===== src/rtl/fpu_pkg.sv =====
// Shared types and constants for the FP issue controller.
package fpu_pkg;

  localparam int unsigned XLEN = 32;
  localparam int unsigned OP_W = 5;
  localparam int unsigned RD_W = 5;

  typedef enum logic [OP_W-1:0] {
    FLW, FSW, FADD, FSUB, FMUL, FDIV, FSQRT, FSGNJ,
    FSGNJN, FSGNJX, FCVTWS, FMVXW, FEQ, FLE, FCVTSW, FMVWX
  } fpu_op_t;

  typedef enum logic [1:0] {
    IDLE,
    LAUNCH,
    WAIT,
    HOLD
  } ctrl_state_t;

  localparam logic [XLEN-1:0] FPU_CANON_NAN = 32'h7FC0_0000;

  // Ops whose completion is signalled by unit_done instead of a fixed one-cycle latency.
  function automatic logic is_multicycle(input fpu_op_t op);
    case (op)
      FADD, FSUB, FDIV, FSQRT: is_multicycle = 1'b1;
      default:                 is_multicycle = 1'b0;
    endcase
  endfunction

endpackage


===== src/rtl/fpu_watchdog.sv =====
// Cycle counter that flags when a multi-cycle op has waited TIMEOUT_CYC cycles.
module fpu_watchdog #(
  parameter int unsigned TIMEOUT_CYC = 64
) (
  input  logic clk_i,
  input  logic rst_i,
  input  logic clear_i,
  input  logic count_en_i,
  output logic expire_o
);

  localparam int unsigned CNT_W = $clog2(TIMEOUT_CYC);

  logic [CNT_W-1:0] count_q;
  logic [CNT_W-1:0] count_d;
  logic             expire_q;
  logic             expire_d;

  // Clear takes priority; the owner stops counting once expire is seen, so no wrap.
  always_comb begin
    count_d  = count_q;
    expire_d = 1'b0;
    if (clear_i) begin
      count_d = '0;
    end else if (count_en_i) begin
      count_d = count_q + CNT_W'(1);
    end
    expire_d = (count_d == CNT_W'(TIMEOUT_CYC - 1));
  end

  // Counter and registered expiry flag.
  always_ff @(posedge clk_i) begin
    if (rst_i) begin
      count_q  <= '0;
      expire_q <= 1'b0;
    end else begin
      count_q  <= count_d;
      expire_q <= expire_d;
    end
  end

  assign expire_o = expire_q;

endmodule


===== src/rtl/fpu_issue_ctrl.sv =====
// Issues one FP op at a time to the shared FPU and returns its result to writeback.
module fpu_issue_ctrl #(
  parameter int unsigned TIMEOUT_CYC = 64
) (
  input  logic        clk,
  input  logic        rst,
  input  logic        req_valid,
  output logic        req_ready,
  input  logic [4:0]  req_op,
  input  logic [31:0] req_rs1,
  input  logic [31:0] req_rs2,
  input  logic [4:0]  req_rd,
  input  logic        req_fdst,
  output logic        unit_start,
  output logic [4:0]  unit_op,
  output logic [31:0] unit_x1,
  output logic [31:0] unit_x2,
  output logic        unit_flush,
  input  logic        unit_done,
  input  logic [31:0] unit_result,
  output logic        resp_valid,
  input  logic        resp_ready,
  output logic [31:0] resp_result,
  output logic [4:0]  resp_rd,
  output logic        resp_fdst,
  output logic        resp_err,
  output logic        pend_valid,
  output logic [4:0]  pend_rd,
  output logic        pend_fdst
);

  import fpu_pkg::*;

  ctrl_state_t     state_q, state_d;
  logic [OP_W-1:0] op_q, op_d;
  logic [XLEN-1:0] x1_q, x1_d;
  logic [XLEN-1:0] x2_q, x2_d;
  logic [RD_W-1:0] rd_q, rd_d;
  logic            fdst_q, fdst_d;
  logic [XLEN-1:0] result_q, result_d;
  logic            err_q, err_d;

  logic accept;
  logic wd_clear;
  logic wd_count;
  logic wd_expire;

  fpu_watchdog #(
    .TIMEOUT_CYC (TIMEOUT_CYC)
  ) u_watchdog (
    .clk_i      (clk),
    .rst_i      (rst),
    .clear_i    (wd_clear),
    .count_en_i (wd_count),
    .expire_o   (wd_expire)
  );

  // Next-state, operand capture, result capture and watchdog control.
  always_comb begin
    state_d    = state_q;
    op_d       = op_q;
    x1_d       = x1_q;
    x2_d       = x2_q;
    rd_d       = rd_q;
    fdst_d     = fdst_q;
    result_d   = result_q;
    err_d      = err_q;
    wd_clear   = 1'b0;
    wd_count   = 1'b0;
    unit_flush = 1'b0;

    // Ready is masked during reset so nothing is accepted while the block is held.
    req_ready = !rst && ((state_q == IDLE) || ((state_q == HOLD) && resp_ready));
    accept    = req_valid && req_ready;

    if (accept) begin
      op_d   = req_op;
      x1_d   = req_rs1;
      x2_d   = req_rs2;
      rd_d   = req_rd;
      fdst_d = req_fdst;
      err_d  = 1'b0;
    end

    case (state_q)
      IDLE: begin
        if (accept) state_d = LAUNCH;
      end
      LAUNCH: begin
        if (is_multicycle(fpu_op_t'(op_q))) begin
          wd_clear = 1'b1;
          state_d  = WAIT;
        end else begin
          result_d = unit_result;
          state_d  = HOLD;
        end
      end
      WAIT: begin
        // A completion in the expiry cycle beats the watchdog.
        if (unit_done) begin
          result_d = unit_result;
          state_d  = HOLD;
        end else if (wd_expire) begin
          unit_flush = 1'b1;
          err_d      = 1'b1;
          result_d   = FPU_CANON_NAN;
          state_d    = HOLD;
        end else begin
          wd_count = 1'b1;
        end
      end
      HOLD: begin
        if (resp_ready) state_d = accept ? LAUNCH : IDLE;
      end
      default: state_d = IDLE;
    endcase
  end

  // State and datapath registers.
  always_ff @(posedge clk) begin
    if (rst) begin
      state_q  <= IDLE;
      op_q     <= '0;
      x1_q     <= '0;
      x2_q     <= '0;
      rd_q     <= '0;
      fdst_q   <= 1'b0;
      result_q <= '0;
      err_q    <= 1'b0;
    end else begin
      state_q  <= state_d;
      op_q     <= op_d;
      x1_q     <= x1_d;
      x2_q     <= x2_d;
      rd_q     <= rd_d;
      fdst_q   <= fdst_d;
      result_q <= result_d;
      err_q    <= err_d;
    end
  end

  assign unit_start  = (state_q == LAUNCH);
  assign unit_op     = op_q;
  assign unit_x1     = x1_q;
  assign unit_x2     = x2_q;
  assign resp_valid  = (state_q == HOLD);
  assign resp_result = result_q;
  assign resp_rd     = rd_q;
  assign resp_fdst   = fdst_q;
  assign resp_err    = err_q;
  assign pend_valid  = (state_q != IDLE);
  assign pend_rd     = rd_q;
  assign pend_fdst   = fdst_q;

endmodule

===== config.mk =====
export PLATFORM = sky130hd
export DESIGN_NAME = fpu_issue_ctrl
export DESIGN_NICKNAME = d
export VERILOG_FILES = /design/src/rtl/fpu_pkg.sv /design/src/rtl/fpu_watchdog.sv /design/src/rtl/fpu_issue_ctrl.sv
export SDC_FILE = /design/constraint.sdc
export NUM_CORES = 1
export LEC_CHECK = 0
export BUFFER_PORTS_ARGS = -buffer_cell sky130_fd_sc_hd__buf_2
export CORE_AREA = 2 2 113 159
export CTS_BUF_LIST = sky130_fd_sc_hd__clkbuf_8 sky130_fd_sc_hd__clkbuf_16
export CTS_CLUSTER_DIAMETER = 60
export DETAILED_ROUTE_END_ITERATION = 12
export DIE_AREA = 0 0 115 161
export PLACE_DENSITY_LB_ADDON = 0.2
export SLEW_MARGIN = 20
export SYNTH_ARGS = -nofsm -noshare
export SYNTH_HDL_FRONTEND = slang
export SYNTH_HIERARCHICAL = 1
export SYNTH_SLANG_ARGS = --single-unit

===== constraint.sdc =====
create_clock -name clk -period 2.2 [get_ports clk]
set_input_delay 0.33 -clock clk [delete_from_list [all_inputs] [get_ports clk]]
set_output_delay 0.33 -clock clk [all_outputs]
set_load 0.03 [all_outputs]

# Word level (Yosys, flattened, before mapping)
# Cells that the tools add are included.
[totals] register_bits=117 out_inout_bits=119 inputBits=112 elab_cells=61
[op_classes] n_reduce_logical=11 n_eq_ne=12 mux=27 n_addsub=1
[ops] operator="2-to-1 mux 32 bit" count=3
[ops] operator="one-hot mux 32 bit (2 select lines)" count=1
[ops] operator="2-to-1 mux 1 bit" count=16
[ops] operator="2-to-1 mux 6 bit" count=2
[ops] operator="== test 5 x 2 -> 1 bit (second input constant)" count=2
[ops] operator="== test 5 x 3 -> 1 bit (second input constant)" count=2
[ops] operator="2-to-1 mux 2 bit" count=4
[ops] operator="one-hot mux 2 bit (4 select lines)" count=1
[ops] operator="adder 6 x 1 -> 6 bit (second input constant)" count=1
[ops] operator="== test 6 bit (second input constant)" count=1
[ops] operator="AND reduction 3 bit" count=2
[ops] operator="== test 2 bit (second input constant)" count=2
[ops] operator="inequality test 2 bit (second input constant)" count=2
[ops] operator="nonzero test 2 bit" count=2
[ops] operator="OR reduction 4 bit" count=1
[ops] operator="logical AND 1 bit" count=3
[ops] operator="inequality test 3 x 2 -> 1 bit (second input constant)" count=1
[ops] operator="== test 2 x 1 -> 1 bit (second input constant)" count=1
[ops] operator="logical NOT 2 bit" count=1
[ops] operator="inequality test 2 x 1 -> 1 bit (second input constant)" count=1
[ops] operator="logical NOT 1 bit" count=1
[ops] operator="logical OR 1 bit" count=1

# Longest topological paths before layout
[depth] word_depth=9 depth_mapped=8 depth_no_buf=6

# Modules after synthesis
# The synthesis kept the hierarchy.
[by_module_without_submodules] mod="fpu_issue_ctrl" seq_area_each_um2=2202.1 instances=1 area_per_inst_um2=3905.0 cells_per_inst=441
[by_module_without_submodules] mod="fpu_watchdog" seq_area_each_um2=140.1 instances=1 area_per_inst_um2=327.8 cells_per_inst=33

# Worst setup path before layout
# OpenSTA, ideal clock, no wires.
[synth_timing] kind="register to register" startpoint="register state_q[0]" endpoint="register u_watchdog.count_q[5]" stages_incl_launch_ff=8 setup_time_ps=70 required_time_ps=2130 path_slack_ps=365 n_path_buf=1 synth_period_minus_slack_ps=1835 arrival_time_ps=1765 path_cell_list="dfxtp_1 -> inv_1 -> ha_1 -> nor3b_1 -> buf_6 -> nand4_2 -> or3_1 -> a21oi_1"
[synth_between] elab_chain_cells=4 word_cells_on_any_way=6 classes_between="2 x eq/ne; 4 x mux"
[synth_rtl] item="start: declaration" line_no="fpu_issue_ctrl.sv:34" source="ctrl_state_t state_q, state_d;"
[synth_rtl] item="start signal: assignment" line_no="fpu_issue_ctrl.sv:131" source="state_q <= state_d;"
[synth_rtl] item="== test 2 bit" line_no="fpu_issue_ctrl.sv:85" source="case (state_q)"
[synth_rtl] item="2-to-1 mux 1 bit" line_no="fpu_issue_ctrl.sv:85"
[synth_rtl] item="named net wd_count" line_no="fpu_issue_ctrl.sv:45" source="logic wd_count;"
[synth_rtl] item="2-to-1 mux 6 bit" line_no="fpu_watchdog.sv:25" source="end else if (count_en_i) begin"
[synth_rtl] item="2-to-1 mux 6 bit" line_no="fpu_watchdog.sv:23" source="if (clear_i) begin"
[synth_rtl] item="end signal: assignment" line_no="fpu_watchdog.sv:37" source="count_q <= count_d;"
[synth_rtl] item="end: declaration" line_no="fpu_watchdog.sv:14" source="logic [CNT_W-1:0] count_q;"
# The timed path passes the listed nets, and every way through them passes these cells.
# A chain may end at the register's enable or synchronous reset.

# Worst setup path after layout
[layout_timing] startpoint="register state_q[0]" endpoint="output unit_flush"
[layout_between] elab_chain_cells=2
[layout_rtl] item="== test 2 bit" line_no="fpu_issue_ctrl.sv:85"
[layout_rtl] item="2-to-1 mux 1 bit" line_no="fpu_issue_ctrl.sv:85"
[layout_rtl] item="end: declaration" line_no="fpu_issue_ctrl.sv:18" source="output logic unit_flush,"
# No other way between the ends.

==> results.json <==
{
  "first_pass_iters": 4,
  "cts_tree": "built",
  "netlist_instances": 474,
  "dieArea_um2": 18500,
  "status": "completed",
  "hold_end": "unit_x2[13]",
  "gp_congestion": 0.761,
  "drive_gt1_share_pct": 39.1,
  "finalMaxSlewViolations": 0,
  "globalRouteOverflowTotal": 0,
  "grt_pass1_vias": 3691,
  "grt_max_degree": 88,
  "cts_max_level": 4,
  "worstHoldPathType": "in2reg",
  "core_um2": 17100,
  "finalCritPeriodShare_pct": 94.4,
  "final_cells": 910,
  "track_usage_pct": 12.3,
  "cap_violations": 0,
  "fp-row-count": 57,
  "p_leak_nw": 2.92,
  "setup_viol": 0,
  "power.total_mw": 9.08,
  "die_w_um": 115,
  "r2r-end": "resp_result[20]",
  "clock_latency_ns": 0.42,
  "top_level_ports": 231,
  "critPathArrivalTime_ns": 1.75,
  "wl_per_cell_um": 13.0,
  "regToRegSetupSlack_ns": 0.14,
  "cts.path.max_buffers": 2,
  "timing.setup.tns_ns": 0,
  "synth_top_area_share_pct": 55.3,
  "yosysSeqAreaShare_pct": 55.3,
  "start_util_pct": 24.7,
  "irDropWorstVdd_mv": 0.454,
  "final_nets": 809,
  "cts_buffers": 17,
  "path_clk_slew_ns": 0.06,
  "ctsHoldBuffers": 0,
  "placed_cells": 877,
  "min_period_ns": 2.08,
  "place_area_um2": 5510,
  "power_density_nw_per_um2": 1480,
  "yosysMostFrequentCell": "nand2_1",
  "worstMarginPinSlew_ns": 0.855,
  "synth_edf_count": 0,
  "end_kind": "primary output",
  "worstSetupPathType": "reg2out",
  "max_freq_mhz": 482,
  "crit_fanout": 4,
  "clock-root-buffer": "clkbuf_16",
  "ys_ff_latch": 117,
  "final-hold-violation-count": 0,
  "diodes": 0,
  "grt_antenna_before_repair": 0,
  "whs_ns": 0.104,
  "route.vias.total": 3983,
  "grt_pass1_wl_um": 17700,
  "syn_area_um2": 4230,
  "dp_hpwl_um": 8440,
  "clock_skew_ns": 0.0111,
  "hold_depth": 3,
  "synth_common_cells": "155 x nand2_1, 117 x dfxtp_1, 73 x o21ai_0, 23 x a22o_1, 15 x clkbuf_1",
  "reg2reg_from": "state_q[1]",
  "hp-start": "req_rs2[13]",
  "worst_r2r_path_depth": 5,
  "yosysUniqueCellTypes": 39,
  "die-height_um": 161,
  "async_flop_share_pct": 0,
  "cp.required_ns": 1.87,
  "slew_headroom_pct": 43.0,
  "rsz0062_at_grt": "false",
  "via_per_inst": 4.38,
  "syn2layout_area_growth_pct": 45.3,
  "synth_area_leaders": "dfxtp_1 55%, nand2_1 14%, o21ai_0 8.6%",
  "synth_ff_type": "dfxtp_1",
  "dr.first_iter.drc_count": 157,
  "postSynthAreaPerCell_um2": 8.93,
  "post_cts_buffers": 0,
  "worstSetupStartpointType": "register",
  "io_buffers": 230,
  "yosysTopAreaCell": "dfxtp_1",
  "drtAntennaViolNets": 0,
  "cts_sinks": 117,
  "drc_errors": 0,
  "syn_nets": 592,
  "yosys_warnings": 6,
  "routed_wl_um": 11800,
  "final_area_um2": 6150
}
through the flow:
step	util (%)	worst slack [ns]
2_1_floorplan	-	0.365
3_3_place_gp	32.2	0.0532
3_5_place_dp	32.2	-0.0163
4_1_cts	35.8	0.0244
5_1_grt	35.9	0.00459
6_report	35.9	0.124
state kept, by name (all words and copies together), names as in the netlist:
signal,cells
resp_result,32
unit_x1,32
unit_x2,32
u_watchdog/count_q,6
pend_rd,5
unit_op,5
state_q,2
pend_fdst,1
resp_err,1
u_watchdog/expire_o,1
cells in the final DEF (no fill, tap or decap), types with 2 or more instances in the layout:
| cell | instances |
|---|---|
| inv_1 | 8 |
| buf_12 | 2 |
| o21ai_1 | 7 |
| dfxtp_1 | 116 |
| o221a_1 | 9 |
| clkbuf_16 | 17 |
| ha_1 | 5 |
| mux2i_1 | 2 |
| nor2b_1 | 2 |
| o21ai_0 | 73 |
| nor2_1 | 9 |
| clkinv_2 | 3 |
| xor2_1 | 2 |
| a21oi_1 | 3 |
| clkinvlp_4 | 2 |
| buf_2 | 230 |
| a22o_1 | 23 |
| nand2_1 | 155 |
| bufinv_16 | 4 |
| clkbuf_8 | 3 |
| or3_1 | 2 |
worst max path at each step:
| stage | from | endpoint | slack (ns) |
|---|---|---|---|
| 2_1_floorplan | state_q[0] | u_watchdog/count_q[5] | 0.37 |
| 4_1_cts | state_q[0] | resp_result[1] | 0.02 |
| 3_5_place_dp | state_q[0] | resp_result[4] | -0.02 |
| 6_report | state_q[0] | unit_flush | 0.12 |
| 3_3_place_gp | state_q[0] | resp_result[13] | 0.05 |
| 5_1_grt | state_q[0] | resp_result[5] | 0.005 |
worst max-delay path, cell delays in order (launching register included):
cell and delay (ns):
dfxtp_2 0.33, inv_1 0.10, ha_1 0.20, nor2b_1 0.31, nand2_1 0.13, inv_1 0.07
buf_2 0.19
layer usage:
layer	wire length, µm	vias up	global-route usage (%)	part of all wire [%]
met4	244	0	6.52	2.1
met3	1020	19	5.07	8.7
met2	5800	156	20.5	49
met1	4720	1781	13.1	40
met5	0	-	0	0
li1	-	2027	-	-
power breakdown:
| part | switching [mW] | total (mW) | internal [mW] |
|---|---|---|---|
| clock network | 0.944 | 2.87 | 1.93 |
| logic | 2.21 | 3.17 | 0.960 |
| registers | 0.317 | 3.03 | 2.71 |
cell families (layout without fill, tap and decap cells):
logic type	after synthesis	after routing	share of synthesized area [%]
muxes	2	2	0.473
xor gates and xnor gates	3	3	0.621
DFF	117	117	55.3
adders and majority gates	6	6	1.77
buffers and inverters	42	272	5.03
AOI/OAI and AO/OA	124	124	18.9
and+or+nand+nor	180	180	17.9
layout make-up:
cell class | count | area, µm²
clock inverters | 13 | 165
multi-input cells | 315 | 1690
inverters | 5 | 18.8
fillers | 1798 | 11000
flip-flops and latches | 117 | 2340
well taps | 206 | 258
clock buffers | 19 | 453
repair buffers | 235 | 1220
timing repair:
item,4_1_cts,5_1_grt
pin swaps,1,0
setup endpoints to repair,23,1
gates resized for setup,2,1
Power figures use the tool's default switching activity.
